<file path="src/rtl/hex_scan_driver_if.sv">
// rtl/hex_scan_driver_if.sv - producer/display bundle for the hex scan driver
//
// Purpose: groups the load-side inputs and the display-side outputs of
// hex_scan_driver so that a producer block and the driver share one port.
// Signals:
//   data_i    [4*DIGITS] hex nibbles, nibble k belongs to digit k
//   mask_i    [DIGITS]   per-digit enable, 0 keeps the digit dark
//   dp_i      [DIGITS]   per-digit decimal point request, 1 = lit
//   load_i               one-cycle strobe capturing data_i/mask_i/dp_i
//   pending_o            shadow holds data not yet on the display
//   frame_o              one-cycle pulse after each frame wrap
//   an_o      [DIGITS]   anode selects, active-low
//   seg_o     [7]        segments {g,f,e,d,c,b,a}, active-low
//   dp_o                 decimal point, active-low
interface hex_scan_driver_if #(
  parameter int DIGITS = 8
);
  logic [4*DIGITS-1:0] data_i;
  logic [DIGITS-1:0]   mask_i;
  logic [DIGITS-1:0]   dp_i;
  logic                load_i;
  logic                pending_o;
  logic                frame_o;
  logic [DIGITS-1:0]   an_o;
  logic [6:0]          seg_o;
  logic                dp_o;

  modport master (
    output data_i, mask_i, dp_i, load_i,
    input  pending_o, frame_o, an_o, seg_o, dp_o
  );

  modport slave (
    input  data_i, mask_i, dp_i, load_i,
    output pending_o, frame_o, an_o, seg_o, dp_o
  );
endinterface

</file>
<file path="src/rtl/hex_scan_driver.sv">
// rtl/hex_scan_driver.sv - time-multiplexed common-anode seven-segment driver
//
// Purpose: scans DIGITS hex digits one slot at a time, each slot SCAN_DIV
// cycles long and starting with BLANK_CYCLES of all-anodes-off dead time.
// New values are held in a shadow register and only reach the display at a
// frame wrap, so a frame never mixes old and new digits.
// Ports:
//   clk100_i  system clock
//   rstn_i    synchronous active-low reset
//   bus       hex_scan_driver_if slave modport (load inputs, display outputs)
module hex_scan_driver #(
  parameter int DIGITS       = 8,
  parameter int SCAN_DIV     = 100000,
  parameter int BLANK_CYCLES = 1000
) (
  input  logic               clk100_i,
  input  logic               rstn_i,
  hex_scan_driver_if.slave   bus
);
  localparam int PW = $clog2(SCAN_DIV);
  localparam int IW = $clog2(DIGITS);

  logic [PW-1:0]         r_presc;
  logic [IW-1:0]         r_idx;
  logic [4*DIGITS-1:0]   r_sh_data, r_disp_data;
  logic [DIGITS-1:0]     r_sh_mask, r_disp_mask;
  logic [DIGITS-1:0]     r_sh_dp, r_disp_dp;
  logic                  r_pend;
  logic                  r_frame;
  logic [DIGITS-1:0]     r_an;
  logic [6:0]            r_seg;
  logic                  r_dp;

  logic                  w_tc;
  logic                  w_wrap;
  logic                  w_lit;
  logic [3:0]            w_nib;
  logic [6:0]            w_seg;

  assign w_tc   = (r_presc == PW'(SCAN_DIV - 1));
  assign w_wrap = w_tc && (r_idx == IW'(DIGITS - 1));
  // Lit only past the dead time and when the current digit is enabled.
  assign w_lit  = (r_presc >= PW'(BLANK_CYCLES)) && r_disp_mask[r_idx];
  assign w_nib  = r_disp_data[{r_idx, 2'b00} +: 4];

  always_comb begin
    w_seg = 7'h7F;
    case (w_nib)
      4'h0: w_seg = 7'h40;
      4'h1: w_seg = 7'h79;
      4'h2: w_seg = 7'h24;
      4'h3: w_seg = 7'h30;
      4'h4: w_seg = 7'h19;
      4'h5: w_seg = 7'h12;
      4'h6: w_seg = 7'h02;
      4'h7: w_seg = 7'h78;
      4'h8: w_seg = 7'h00;
      4'h9: w_seg = 7'h10;
      4'hA: w_seg = 7'h08;
      4'hB: w_seg = 7'h03;
      4'hC: w_seg = 7'h46;
      4'hD: w_seg = 7'h21;
      4'hE: w_seg = 7'h06;
      4'hF: w_seg = 7'h0E;
      default: w_seg = 7'h7F;
    endcase
  end

  // Slot timing: prescaler and digit index.
  always_ff @(posedge clk100_i) begin
    if (!rstn_i) begin
      r_presc <= '0;
      r_idx   <= '0;
      r_frame <= 1'b0;
    end else begin
      r_frame <= w_wrap;
      if (w_tc) begin
        r_presc <= '0;
        r_idx   <= w_wrap ? '0 : r_idx + 1'b1;
      end else begin
        r_presc <= r_presc + 1'b1;
      end
    end
  end

  // Shadow/display hand-over. A load coinciding with the wrap bypasses the
  // shadow so the new values are not held back a whole extra frame.
  always_ff @(posedge clk100_i) begin
    if (!rstn_i) begin
      r_sh_data   <= '0;
      r_sh_mask   <= '0;
      r_sh_dp     <= '0;
      r_disp_data <= '0;
      r_disp_mask <= '0;
      r_disp_dp   <= '0;
      r_pend      <= 1'b0;
    end else if (bus.load_i) begin
      r_sh_data <= bus.data_i;
      r_sh_mask <= bus.mask_i;
      r_sh_dp   <= bus.dp_i;
      if (w_wrap) begin
        r_disp_data <= bus.data_i;
        r_disp_mask <= bus.mask_i;
        r_disp_dp   <= bus.dp_i;
        r_pend      <= 1'b0;
      end else begin
        r_pend      <= 1'b1;
      end
    end else if (w_wrap && r_pend) begin
      r_disp_data <= r_sh_data;
      r_disp_mask <= r_sh_mask;
      r_disp_dp   <= r_sh_dp;
      r_pend      <= 1'b0;
    end
  end

  // Pin drive, one cycle behind the slot state.
  always_ff @(posedge clk100_i) begin
    if (!rstn_i) begin
      r_an  <= '1;
      r_seg <= 7'h7F;
      r_dp  <= 1'b1;
    end else if (w_lit) begin
      r_an  <= ~(DIGITS'(1) << r_idx);
      r_seg <= w_seg;
      r_dp  <= ~r_disp_dp[r_idx];
    end else begin
      r_an  <= '1;
      r_seg <= 7'h7F;
      r_dp  <= 1'b1;
    end
  end

  assign bus.pending_o = r_pend;
  assign bus.frame_o   = r_frame;
  assign bus.an_o      = r_an;
  assign bus.seg_o     = r_seg;
  assign bus.dp_o      = r_dp;
endmodule
</file>
<file path="src/flat_wrapper.sv">
// flat-port wrapper written by rule: the top's interface ports become plain ports
module hex_scan_driver_flat 
#(
  parameter int DIGITS       = 8,
  parameter int SCAN_DIV     = 100000,
  parameter int BLANK_CYCLES = 1000
)
  (clk100_i, rstn_i, bus_data_i, bus_mask_i, bus_dp_i, bus_load_i, bus_pending_o, bus_frame_o, bus_an_o, bus_seg_o, bus_dp_o);
  hex_scan_driver_if #(.DIGITS(DIGITS)) bus_i ();
  input  logic clk100_i;
  input  logic rstn_i;
  input wire logic [$bits(bus_i.data_i)-1:0] bus_data_i;
  input wire logic [$bits(bus_i.mask_i)-1:0] bus_mask_i;
  input wire logic [$bits(bus_i.dp_i)-1:0] bus_dp_i;
  input wire logic [$bits(bus_i.load_i)-1:0] bus_load_i;
  output wire logic [$bits(bus_i.pending_o)-1:0] bus_pending_o;
  output wire logic [$bits(bus_i.frame_o)-1:0] bus_frame_o;
  output wire logic [$bits(bus_i.an_o)-1:0] bus_an_o;
  output wire logic [$bits(bus_i.seg_o)-1:0] bus_seg_o;
  output wire logic [$bits(bus_i.dp_o)-1:0] bus_dp_o;
  assign bus_i.data_i = bus_data_i;
  assign bus_i.mask_i = bus_mask_i;
  assign bus_i.dp_i = bus_dp_i;
  assign bus_i.load_i = bus_load_i;
  assign bus_pending_o = bus_i.pending_o;
  assign bus_frame_o = bus_i.frame_o;
  assign bus_an_o = bus_i.an_o;
  assign bus_seg_o = bus_i.seg_o;
  assign bus_dp_o = bus_i.dp_o;
  hex_scan_driver #(.DIGITS(DIGITS), .SCAN_DIV(SCAN_DIV), .BLANK_CYCLES(BLANK_CYCLES)) u_core (.clk100_i(clk100_i), .rstn_i(rstn_i), .bus(bus_i));
endmodule
</file>
<file path="config.mk">
export PLATFORM = sky130hd
export DESIGN_NAME = hex_scan_driver_flat
export DESIGN_NICKNAME = d
export VERILOG_FILES = /design/src/rtl/hex_scan_driver_if.sv /design/src/rtl/hex_scan_driver.sv /design/src/flat_wrapper.sv
export SDC_FILE = /design/constraint.sdc
export NUM_CORES = 1
export LEC_CHECK = 0
export BUFFER_PORTS_ARGS = -buffer_cell sky130_fd_sc_hd__buf_2
export CAP_MARGIN = 10
export CORE_MARGIN = 5
export CORE_UTILIZATION = 35
export CTS_CLUSTER_SIZE = 24
export DETAILED_ROUTE_END_ITERATION = 8
export GPL_ROUTABILITY_DRIVEN = 0
export PLACE_DENSITY = 0.61
export SETUP_SLACK_MARGIN = 0.4
export SLEW_MARGIN = 20
export SYNTH_ARGS = -nofsm -noshare
export SYNTH_HDL_FRONTEND = slang
export SYNTH_SLANG_ARGS = --single-unit
</file>
<file path="constraint.sdc">
create_clock -name clk100_i -period 2.1 [get_ports clk100_i]
set_clock_uncertainty 0.05 [all_clocks]
set_input_delay 0.42 -clock clk100_i [delete_from_list [all_inputs] [get_ports clk100_i]]
set_output_delay 0.42 -clock clk100_i [all_outputs]
set_load 0.005 [all_outputs]
</file>
==> flow_summary.toml <==
[route]
drt_iter0_drc = 177
ant_nets = 0
vias = 4154
dr.pass1.iters = 4
wl_per_cell_um = 16.1
via_per_inst = 4.82
drt_wl_total_um = 13900
drcViolationCount = 0

[sta]
tightest_slew_ns = 0.423
fin_tns_setup_ns = 0
min_period_ns = 2.07
finalHoldViolCount = 0
slew_headroom = 0.718
rsz0062_at_grt = "yes"
slew_viol_final = 0
fin_crit_sh = 0.986
setup_viol = 0
clock.fmax_mhz = 483

[power_and_ir_drop]
p_per_area_nw_per_um2 = 756
seqPwrFrac = 0.441
netSwitchingPower_w = 0.00135
p_sw_frac = 0.227
pwr-share-clk = 0.512
p_leak_nw = 3.77
ir_drop_mv = 0.583
comb_power_share = 0.048
intPower_w = 0.00460

[yosys]
yosys_warnings = 0
synth_nets = 585
synth_cell_types = 48
synthAdderAreaFrac = 0.0308
synthTopCellsByArea = "dfxtp_1 47%, mux2i_1 9.5%, o211a_1 8.5%"
synth_edf_count = 0
synth-simple-area-share = 0.156
synthTopCellsByCount = "134 x dfxtp_1, 70 x nand2_1, 54 x mux2i_1"
synth_top_area_cell = "dfxtp_1"
synth_seq_area_share = 0.472
postSynth.asyncResetShare = 0
muxShareOfSynthArea = 0.166
synth_top_area_share = 0.472
yosysMostFrequentCell = "dfxtp_1"
synth_xor_area_frac = 0.0231
yosys_register_bits = 134
synth_area_um2 = 5680
synth_top_family_by_area = "multiplexers"
ys.flop_type = "dfxtp_1"
synth_compound_area_frac = 0.103
avgSynthCellArea_um2 = 10.9
syn-instance-count = 520

[clock_network]
cts_made_buffers = 17
cts_tree = "yes"
cts.sinks = 134
clk_pin_slew_ns = 0.06
cts-root-buf = "clkbuf_16"
clk_path_buf_depth = 2
h-tree-depth = 4
clock_latency_ns = 0.43

[floorplanning]
rows = 46
die_area_um2 = 18900
io_pins = 69
die_w_um = 137
core_area_um2 = 15900
fp.dieH_um = 137
initial_core_util = 0.358

[hold_path]
hp-class = "input pin to register"
worstHoldStart = "bus_data_i[28]"

[worst_setup_path]
cp_slowest_stage_delay_ns = 0.56
worst_setup_path_end_kind = "register"
slowest_stage = "or4_4"
startpoint = "u_core.r_presc[14]"
r2r_slack_ns = 0.03
startpoint_type = "register"
critPathMaxFanout = 8
rr_startpoint = "u_core.r_presc[14]"
path_cells = "or4_4 > nor3_4 > and4bb_4 > buf_8 > buf_12 > clkbuf_16 > o211a_1"
critPathArrivalTime_ns = 2.39
worstSetupPathType = "register to register"
worstPathRequired_ns = 2.42

[placed_design]
dp.cells = 791
post-dp-hpwl_um = 8550
port-buffer-count = 68

[cells_and_area]
drive_gt1_frac = 0.393
syn2layout_area_growth_pct = 38.7
finalNetCount = 699
n_antenna_cell = 0
finalNonFillerCells = 862

[global_routing]
grt_overflow = 0
grt_usage = 0.146
antenna_found_initial = 0
grt_pass1_vias = 4175
grt_pass1_wl_um = 21100
grt_max_degree = 106

[status]
status = "finished, final reports clean"

[flow_run]
maxCapViolations = 0
-- per-layer routing --
layer,GRT usage,part of all wire
met3,0.0519,0.049
met4,0.0399,0.0099
met2,0.241,0.49
met5,0,0
met1,0.180,0.45
-- state kept, by name, indices dropped and copies added (netlist names) --
signal / count
u_core.bus.an_o: 8
u_core.r_presc: 17
u_core.r_sh_mask: 8
u_core.bus.seg_o: 7
u_core.bus.frame_o: 1
u_core.bus.pending_o: 1
u_core.r_disp_data: 32
u_core.r_idx: 3
u_core.bus.dp_o: 1
u_core.r_sh_data: 32
u_core.r_disp_mask: 8
u_core.r_sh_dp: 8
u_core.r_disp_dp: 8
-- cells in the final DEF (no fill, tap or decap), drive strengths merged, types with 3 or more instances in the layout --
master | synthesis | layout
nor2b | 52 | 52
a21oi | 3 | 3
and2 | 3 | 3
and3 | 3 | 3
o211a | 48 | 48
nand2 | 70 | 70
o211ai | 3 | 3
clkbuf | 13 | 26
xor2 | 8 | 8
ha | 14 | 14
o221ai | 3 | 3
nand2b | 4 | 5
clkinvlp | 0 | 5
bufinv | 0 | 3
xnor2 | 7 | 7
inv | 9 | 13
mux4 | 12 | 12
o21ai | 4 | 4
mux2 | 4 | 4
nand4 | 3 | 3
nor2 | 23 | 23
buf | 22 | 120
dfxtp | 134 | 134
nand3 | 10 | 10
mux2i | 56 | 56
nor3 | 4 | 4
-- area by class of cell --
class / instances / area [µm²]
Sequential cell: 134 / 2690
Multi-Input combinational cell: 343 / 3040
Clock buffer: 17 / 425
Fill cell: 1439 / 8010
Inverter: 9 / 38.8
Tap cell: 216 / 270
Clock inverter: 14 / 176
Timing Repair Buffer: 129 / 1230
-- stage by stage --
stage / power (W) / hold slack [ns] / setup slack, ns / utilization / cell area (µm²)
6_report: 0.00595 / 0.232 / 0.0294 / 0.496 / 7880
4_1_cts: 0.00599 / 0.220 / 0.0368 / 0.463 / 7360
5_1_grt: 0.00617 / 0.238 / -0.0834 / 0.496 / 7880
3_3_place_gp: 0.00294 / 0.406 / -0.0500 / 0.401 / 6360
3_5_place_dp: 0.00294 / 0.423 / -0.147 / 0.401 / 6360
2_1_floorplan: 0.00284 / 0.391 / -0.0805 / - / 5750
-- critical path, delay by kind of cell (launching register included) --
kind | cells | cell delay (ns)
flops | 1 | 0.32
compound gates | 1 | 0.14
buf+inv | 3 | 0.45
simple gates | 3 | 1.06
-- power by group through the flow --
stage	Clock (W)	Combinational, W	Sequential (W)
floorplan	0	0.000168	0.00267
finish	0.00305	0.000284	0.00262
CTS	0.00310	0.000268	0.00262
detailed placement	0	0.000265	0.00268
global placement	0	0.000260	0.00268
global route	0.00323	0.000314	0.00263
-- logic make-up (layout without fill, tap and decap cells) --
logic type	after synthesis	in the layout
AND/OR/NAND/NOR	179	180
flip-flops	134	134
multiplexers	72	72
AO/OA/AOI/OAI	62	62
buffers and inverters	44	169
XOR/XNOR	15	15
adder cells (fa/ha/maj)	14	14
-- repair_timing --
action / in CTS / in global routing
hold endpoints to repair: 0 / 0
buffers inserted: 17 / 6
endpoints found under the setup margin: 84 / 80
resized for setup: 44 / 67
hold buffers: 0 / 0
pin swaps: 12 / 11
cloned: 6 / 11
-- final timing paths --
| path | endpoint | cells after the start |
|---|---|---|
| setup / recovery | u_core.r_disp_data[16] | 7 |
| setup reg to reg | u_core.r_disp_data[16] | 7 |
| hold / removal | u_core.r_sh_data[28] | 3 |
| hold reg to reg | u_core.r_presc[0] | 1 |
No activity file was read; power rests on OpenSTA's default activity.
